--- config.mk ---
export PLATFORM = sky130hd
export DESIGN_NAME = alsu
export DESIGN_NICKNAME = d
export VERILOG_FILES = /design/src/rtl/alsu.sv
export SDC_FILE = /design/constraint.sdc
export NUM_CORES = 1
export LEC_CHECK = 0
export CAP_MARGIN = 15
export CELL_PAD_IN_SITES_DETAIL_PLACEMENT = 0
export CELL_PAD_IN_SITES_GLOBAL_PLACEMENT = 1
export CORE_MARGIN = 4
export CORE_UTILIZATION = 34
export DETAILED_ROUTE_END_ITERATION = 8
export GPL_ROUTABILITY_DRIVEN = 0
export PLACE_DENSITY = 0.84
export SLEW_MARGIN = 20
export SYNTH_ARGS = -nofsm -noshare
export SYNTH_HDL_FRONTEND = slang
export SYNTH_SLANG_ARGS = --single-unit
--- constraint.sdc ---
create_clock -name clk -period 2.2 [get_ports clk]
set_clock_uncertainty 0.1 [all_clocks]
set_input_delay 0.44 -clock clk [delete_from_list [all_inputs] [get_ports clk]]
set_output_delay 0.44 -clock clk [all_outputs]
set_load 0.02 [all_outputs]
--- src/rtl/alsu.sv ---
// Arithmetic-logic-shift unit with registered inputs and registered result.
// Invalid requests blink the leds output every cycle until a valid request arrives.
module alsu #(
    parameter string INPUT_PRIORITY = "A",
    parameter string FULL_ADDER     = "ON"
) (
    input  logic        clk,
    input  logic        rst,
    input  logic [2:0]  A,
    input  logic [2:0]  B,
    input  logic        cin,
    input  logic        serial_in,
    input  logic        red_op_A,
    input  logic        red_op_B,
    input  logic [2:0]  opcode,
    input  logic        bypass_A,
    input  logic        bypass_B,
    input  logic        direction,
    output logic [15:0] leds,
    output logic [5:0]  out
);

    localparam bit PRIO_A   = (INPUT_PRIORITY == "A");
    localparam bit USE_CARRY = (FULL_ADDER == "ON");

    localparam logic [2:0] OP_AND    = 3'b000;
    localparam logic [2:0] OP_XOR    = 3'b001;
    localparam logic [2:0] OP_ADD    = 3'b010;
    localparam logic [2:0] OP_MULT   = 3'b011;
    localparam logic [2:0] OP_SHIFT  = 3'b100;
    localparam logic [2:0] OP_ROTATE = 3'b101;

    logic [2:0]  a_q, b_q, opcode_q;
    logic        cin_q, serial_in_q, red_op_a_q, red_op_b_q;
    logic        bypass_a_q, bypass_b_q, direction_q;
    logic [5:0]  out_q, out_d;
    logic [15:0] leds_q, leds_d;

    logic        use_a_bypass;
    logic        use_a_reduce;
    logic        invalid;
    logic [5:0]  a_ext, b_ext;

    always_ff @(posedge clk) begin
        if (!rst) begin
            a_q         <= '0;
            b_q         <= '0;
            opcode_q    <= '0;
            cin_q       <= 1'b0;
            serial_in_q <= 1'b0;
            red_op_a_q  <= 1'b0;
            red_op_b_q  <= 1'b0;
            bypass_a_q  <= 1'b0;
            bypass_b_q  <= 1'b0;
            direction_q <= 1'b0;
            out_q       <= '0;
            leds_q      <= '0;
        end else begin
            a_q         <= A;
            b_q         <= B;
            opcode_q    <= opcode;
            cin_q       <= cin;
            serial_in_q <= serial_in;
            red_op_a_q  <= red_op_A;
            red_op_b_q  <= red_op_B;
            bypass_a_q  <= bypass_A;
            bypass_b_q  <= bypass_B;
            direction_q <= direction;
            out_q       <= out_d;
            leds_q      <= leds_d;
        end
    end

    // When both flags of a pair are set, the priority parameter breaks the tie.
    assign use_a_bypass = bypass_a_q && (!bypass_b_q || PRIO_A);
    assign use_a_reduce = red_op_a_q && (!red_op_b_q || PRIO_A);

    assign invalid = (opcode_q[2:1] == 2'b11) ||
                     ((red_op_a_q || red_op_b_q) && (opcode_q[2:1] != 2'b00));

    assign a_ext = {3'b000, a_q};
    assign b_ext = {3'b000, b_q};

    always_comb begin
        out_d  = '0;
        leds_d = '0;
        if (bypass_a_q || bypass_b_q) begin
            out_d = use_a_bypass ? a_ext : b_ext;
        end else if (invalid) begin
            leds_d = ~leds_q;
        end else begin
            case (opcode_q)
                OP_AND: begin
                    if (use_a_reduce)    out_d = {5'b0, &a_q};
                    else if (red_op_b_q) out_d = {5'b0, &b_q};
                    else                 out_d = {3'b0, a_q & b_q};
                end
                OP_XOR: begin
                    if (use_a_reduce)    out_d = {5'b0, ^a_q};
                    else if (red_op_b_q) out_d = {5'b0, ^b_q};
                    else                 out_d = {3'b0, a_q ^ b_q};
                end
                OP_ADD:  out_d = a_ext + b_ext + {5'b0, cin_q & USE_CARRY};
                OP_MULT: out_d = a_ext * b_ext;
                OP_SHIFT: begin
                    if (direction_q) out_d = {out_q[4:0], serial_in_q};
                    else             out_d = {serial_in_q, out_q[5:1]};
                end
                OP_ROTATE: begin
                    if (direction_q) out_d = {out_q[4:0], out_q[5]};
                    else             out_d = {out_q[0], out_q[5:1]};
                end
                default: out_d = '0;
            endcase
        end
    end

    assign out  = out_q;
    assign leds = leds_q;

endmodule

* Yosys cells after proc, flatten, opt, wreduce, memory -nomap -nowiden
Cells that the tools add are included.
** Storage, ports and cells
- Output and inout bits :: 22
- RAM bits :: 0
- Bits in registers :: 38
- Latch bits :: 0
- Memories kept :: 0
- Input bits :: 18
- Logic and storage cells :: 47
- Bits in read-only memories :: 0
** Operators by class
- Divide/modulo/power cells :: 0
- Bitwise operators :: 5
- $mul :: 1
- Eq/ne operators :: 6
- Muxes and demuxes :: 10
- Add/subtract/negate cells :: 2
- Shifts and indexed selects :: 0
- $lt $le $gt $ge :: 0
- Reduce and logical (&&, ||, !) cells :: 11
** Operators with widths (count)
- $pmux 6 s6 :: 1
- $mux 6 :: 4
- $not 16->16 :: 1
- $mux 3 :: 5
- $eq 3x2->1 const B :: 2
- $eq 3x3->1 const B :: 2
- $mul 3x3->6 :: 1
- $reduce_and 3->1 :: 2
- $reduce_xor 3->1 :: 2
- $add 4x1->5 :: 1
- $add 3x3->4 :: 1
- $and 3x3->3 :: 1
- $eq 3x1->1 const B :: 1
- $logic_not 3->1 :: 1
- $logic_or 1x1->1 :: 3
- $reduce_or 3->1 :: 1
- $xor 3x3->3 :: 1
- $eq 2x2->1 const B :: 1
- $not 1->1 :: 2
- $reduce_bool 2->1 :: 1
- $logic_and 1x1->1 :: 1

* Logic depth before layout (Yosys ltp)
- Depth in word-level cells :: 6
- Depth in mapped cells :: 9
- Gate-level depth less buffers :: 9

* Worst setup path before layout
No wires, ideal clock.
- Path kind :: register to register
- Start point :: register a_q[1]
- End point :: register out_q[3], in the netlist out[3]
- Clock period less this slack :: 2278 ps
- Buffers on the path :: 0
- Setup slack :: -78 ps
- Library setup time :: 122 ps
- Stages on the path, launching flop included :: 10
- Arrival time :: 2056 ps
- Data required time :: 1978 ps
- Path through :: dfxtp_1 > ha_1 > inv_1 > fa_1 > inv_1 > ha_1 > fa_1 > o21ai_0 > o22a_1 > nor2_1
** Between the ends
- Longest elaborated chain between the ends :: 5
- Elaborated cells between the ends (all ways) :: 6
- Classes of those cells :: 2 x add/sub; 1 x mul; 3 x mux
** Ends and longest elaborated chain
- from (decl) :: line 33 : logic [2:0] a_q, b_q, opcode_q;
- from (signal assigned) :: line 46 : a_q <= '0;
- from (signal assigned) :: line 59 : a_q <= A;
- $add 3x3->4 :: line 103 : OP_ADD: out_d = a_ext + b_ext + {5'b0, cin_q & USE_CARRY};
- $add 4x1->5 :: line 103
- $pmux 6 s6 * :: line 92 : case (opcode_q)
- $mux 6 * :: line 89 : end else if (invalid) begin
- $mux 6 * :: line 87 : if (bypass_a_q || bypass_b_q) begin
- to (signal assigned) :: line 69 : out_q <= out_d;
- to (decl) :: line 36 : logic [5:0] out_q, out_d;
Every way passes the cells marked *; elsewhere a longest branch is shown, timed or not.
A chain may end at the register's enable or synchronous reset.

* Worst setup path in the final report
Ends and elaborated chain as after synthesis.

==> summary.txt <==
Floorplanning
  – Row Count: 25
  – Starting utilization of the core area: between 30% and 40%
  – Area of the die: between 6000 and 7000 um^2
  – Area of the core: between 4000 and 5000 um^2
  – Chip height: about 79 um
  – Number of primary I/O pins: 40
  – Die W: a little under 80 um

Critical path
  – R2r startpoint: a_q[1]$_SDFF_PN0_
  – Crit. Startpoint: a_q[1]$_SDFF_PN0_
  – Capture point of the worst reg-to-reg path: out[3]$_SDFF_PP0_
  – Type of destination of the critical path: register
  – CP peak stage delay: 0.48 ns
  – Worst path top cell family by delay: adder cells
  – Slowest cell on the critical path: sky130_fd_sc_hd__fa_1
  – Critical path required time: 2.34 ns
  – Crit path launch type: register
  – CP cell instances: ha_4 > inv_2 > fa_1 > inv_1 > ha_2 > fa_1 > o21ai_1 > o22a_1 > nor2_1
  – Setup CP Type: register to register
  – Arrival time at the worst endpoint: between 2 and 2.5 ns
  – Dominant cell type by count on the critical path: sky130_fd_sc_hd__fa_1
  – Worst reg-to-reg setup slack: about 0.041 ns
  – R2R depth: 9
  – CP Buf/Inv Count: 2
  – Maximum fanout encountered on the critical timing path: 2

Drt
  – Detailed route wirelength on metal2: 1480 um
  – Initial DRC count: 54
  – DRC: 0
  – Vias/cell: between 4 and 5
  – Number of search-and-repair iterations in the first detailed-routing pass: 4
  – Final antenna-violating net count: 0
  – Overall via count from detail_route: approximately 1.3k
  – Routed wirelength normalized by instance count: roughly 12 um
  – Total length of routed met3 wires: approximately 210 um
  – Met1 wire length: between 1500 and 2000 um
  – Routed Wire Length: approximately 3500 um
  – Highest Signal Layer: met4

Power
  – Switch share: a little under a quarter
  – Proportion of power drawn by the clock network: 42.4%
  – Cell-internal power: roughly 1.3 mW
  – Leakage Power: a little under 1 nW
  – Sequential power share: 44.8%
  – Total power per unit cell area: around 700 nW/um^2
  – Peak VDD IR: roughly 0.4 mV
  – Total power consumption of the routed design: 1.68 mW
  – Logic pwr share: around 13%
  – Net switching power: roughly 0.38 mW

Synthesis
  – Count of state elements after synthesis: 38
  – Library cell occupying the most area in the post-synthesis netlist: sky130_fd_sc_hd__dfxtp_1
  – Share of synthesized area occupied by flip-flops and latches: 44.0%
  – Most repeated cell in the gate-level netlist after synthesis: sky130_fd_sc_hd__dfxtp_1
  – Mapped Cells: ~180
  – Count of flip-flops with a built-in enable after synthesis: 0
  – Area fraction of the dominant cell type after synthesis: between 40% and 50%
  – Combined area of all synthesized cells: ~1700 um^2
  – Mean cell area of the mapped netlist: a little under 10 um^2
  – Post-synth top cells: 38 x sky130_fd_sc_hd__dfxtp_1, 24 x sky130_fd_sc_hd__nor2_1, 20 x sky130_fd_sc_hd__and2_1
  – Top flip-flop cell by instance count after synthesis: sky130_fd_sc_hd__dfxtp_1
  – Fraction of synthesis flops using an asynchronous set or reset pin: 0%
  – Synth unique cells: 36
  – Nets in the synthesized netlist: around 210
  – Synth warn: 0
  – Top cells by area in the synthesized netlist: sky130_fd_sc_hd__dfxtp_1 44%, sky130_fd_sc_hd__and2_1 7.2%, sky130_fd_sc_hd__ha_1 7.2%, sky130_fd_sc_hd__nor2_1 5.2%, sky130_fd_sc_hd__fa_1 4.6%

STA
  – Hold violation total from the final report: 0
  – Setup violation total in the final timing report: 0
  – Actual slew at the worst max-slew pin: ~0.53 ns
  – Worst relative slew slack: approximately two thirds
  – Final critical-path required period: ~2.2 ns
  – Fmax: 0.463 GHz
  – Period utilisation layout: 98.1%
  – Pins Over Slew Limit: 0
  – Unrepaired setup endpoints after global routing: true
  – Final sum of negative setup slack: 0 ns
  – Final-layout worst hold slack: between 0.3 and 0.4 ns

Cells and area
  – # fillers: approximately 460
  – Area used by sequential logic in the layout: 763 um^2
  – Area of the multi-input gates: between 800 and 900 um^2
  – Final standard cell area without fillers: 2370 um^2
  – Final antenna diode count: 0
  – Final #Nets: between 200 and 300
  – Fraction of final layout cells with drive strength greater than 1: 11.5%
  – Synth-to-layout area growth: 36.9%
  – Post-layout instance count excluding filler cells: around 290

GRT
  – Vias in the first global route: 1273
  – Total congestion overflow after global routing: 0
  – GRT Util Overall: between 10% and 20%
  – Pin count of the biggest net entering global routing: 20
  – Wire length of the first global-routing pass: 5930 um
  – Number of antenna violations at the first check in global routing: 0

Placed design
  – Placed Instance Area: around 2200 um^2
  – Detail Placement HPWL: between 2000 and 3000 um
  – Cell Count Post-Placement: around 290
  – Number of buffers inserted by port buffering: 39

CTS
  – Clock buffer count from CTS: 5
  – Clk buf depth: 2
  – Number of clock sinks: 38
  – Clock tree from TritonCTS: yes
  – Clock slew at reported path FFs: 0.08 ns
  – Clock tree root buffer cell: sky130_fd_sc_hd__clkbuf_8
  – CTS HTree Levels: 2
  – Clock latency at the later pin of the worst-skew pair: about 0.29 ns
  – Post-CTS setup repair buffer count: 0

Run status
  – Status: complete, no violations

Min path
  – Hold path startpoint: leds[3]$_SDFF_PP0_
  – End of the worst hold path: leds[3]$_SDFF_PP0_
  – Worst Hold Depth: 1
  – Kind of path behind the tightest hold check: register to register

Run
  – Number of max-cap violations: 0
==> state kept, by name (all words and copies together) (netlist names) <==
name	cells
direction_q	1
opcode_q	3
bypass_a_q	1
a_q	3
leds	16
serial_in_q	1
cin_q	1
out	6
red_op_b_q	1
red_op_a_q	1
b_q	3
bypass_b_q	1
==> routing by layer <==
layer | track usage, % | vias up
met4 | 4.64 | 0
met1 | 16.1 | 568
met3 | 3.85 | 4
li1 | - | 693
met5 | 0 | -
met2 | 19.0 | 36
==> layout make-up <==
cell class / count / share of cell area, %
Multi-Input combinational cell: 125 / 37.8
Inverter: 8 / 1.27
Clock buffer: 5 / 2.91
Clock inverter: 3 / 2.91
Sequential cell: 38 / 32.2
Tap cell: 67 / 3.54
Timing Repair Buffer: 48 / 19.3
==> per-stage QoR <==
step                utilization, %  worst slack, ns
floorplan                        -           0.0168
global placement              46.3           0.0255
detailed placement            46.3          -0.0187
CTS                           49.2           0.0140
global route                  49.2          -0.0678
finish                        49.2           0.0412
==> placed cells by master (no fill, tap or decap), types with 2 or more instances in the layout <==
cell type and instances:
sky130_fd_sc_hd__clkdlybuf4s50_1 39, sky130_fd_sc_hd__dfxtp_1 36, sky130_fd_sc_hd__nor2_1 24, sky130_fd_sc_hd__and2_1 20, sky130_fd_sc_hd__nand2_1 17, sky130_fd_sc_hd__buf_4 9
sky130_fd_sc_hd__mux2i_1 8, sky130_fd_sc_hd__ha_1 8, sky130_fd_sc_hd__inv_1 7, sky130_fd_sc_hd__clkbuf_8 5, sky130_fd_sc_hd__o21ai_1 4, sky130_fd_sc_hd__o21ai_0 4
sky130_fd_sc_hd__fa_1 4, sky130_fd_sc_hd__xnor2_1 3, sky130_fd_sc_hd__o22a_1 3, sky130_fd_sc_hd__a211oi_1 3, sky130_fd_sc_hd__a211o_1 3, sky130_fd_sc_hd__nand3_1 2
sky130_fd_sc_hd__a21o_1 2, sky130_fd_sc_hd__a21oi_1 2, sky130_fd_sc_hd__nor4b_1 2, sky130_fd_sc_hd__dfxtp_2 2, sky130_fd_sc_hd__bufinv_16 2
==> how the worst max path moves through the flow <==
stage,endpoint,slack [ns],cells past startpoint
after floorplan,out[3]$_SDFF_PP0_,0.02,9
after detailed placement,out[3]$_SDFF_PP0_,-0.02,9
after global routing,out[3]$_SDFF_PP0_,-0.07,9
final,out[3]$_SDFF_PP0_,0.04,9
after CTS,out[3]$_SDFF_PP0_,0.01,9
after global placement,out[3]$_SDFF_PP0_,0.03,9
==> repair_timing <==
action                     in CTS  in global routing
hold buffers                    0                  0
resized for setup               1                  1
setup endpoints to repair       1                  2
pin swaps                       0                  3
==> kinds of logic after synthesis <==
logic type      share of synthesized area, %
compound gates                          10.6
xor+xnor                                2.02
fa+ha+maj                               11.9
buf+inv                                 5.13
flops                                   44.0
mux                                     5.93
simple gates                            20.5
==> power groups by stage <==
stage / Sequential [mW] / Clock [mW] / Combinational, mW
final: 0.751 / 0.711 / 0.214
after detailed placement: 0.768 / 0 / 0.214
after CTS: 0.752 / 0.733 / 0.216
after floorplan: 0.778 / 0 / 0.110
after global routing: 0.758 / 0.757 / 0.238
after global placement: 0.767 / 0 / 0.212
(Power assumes the default switching activity.)
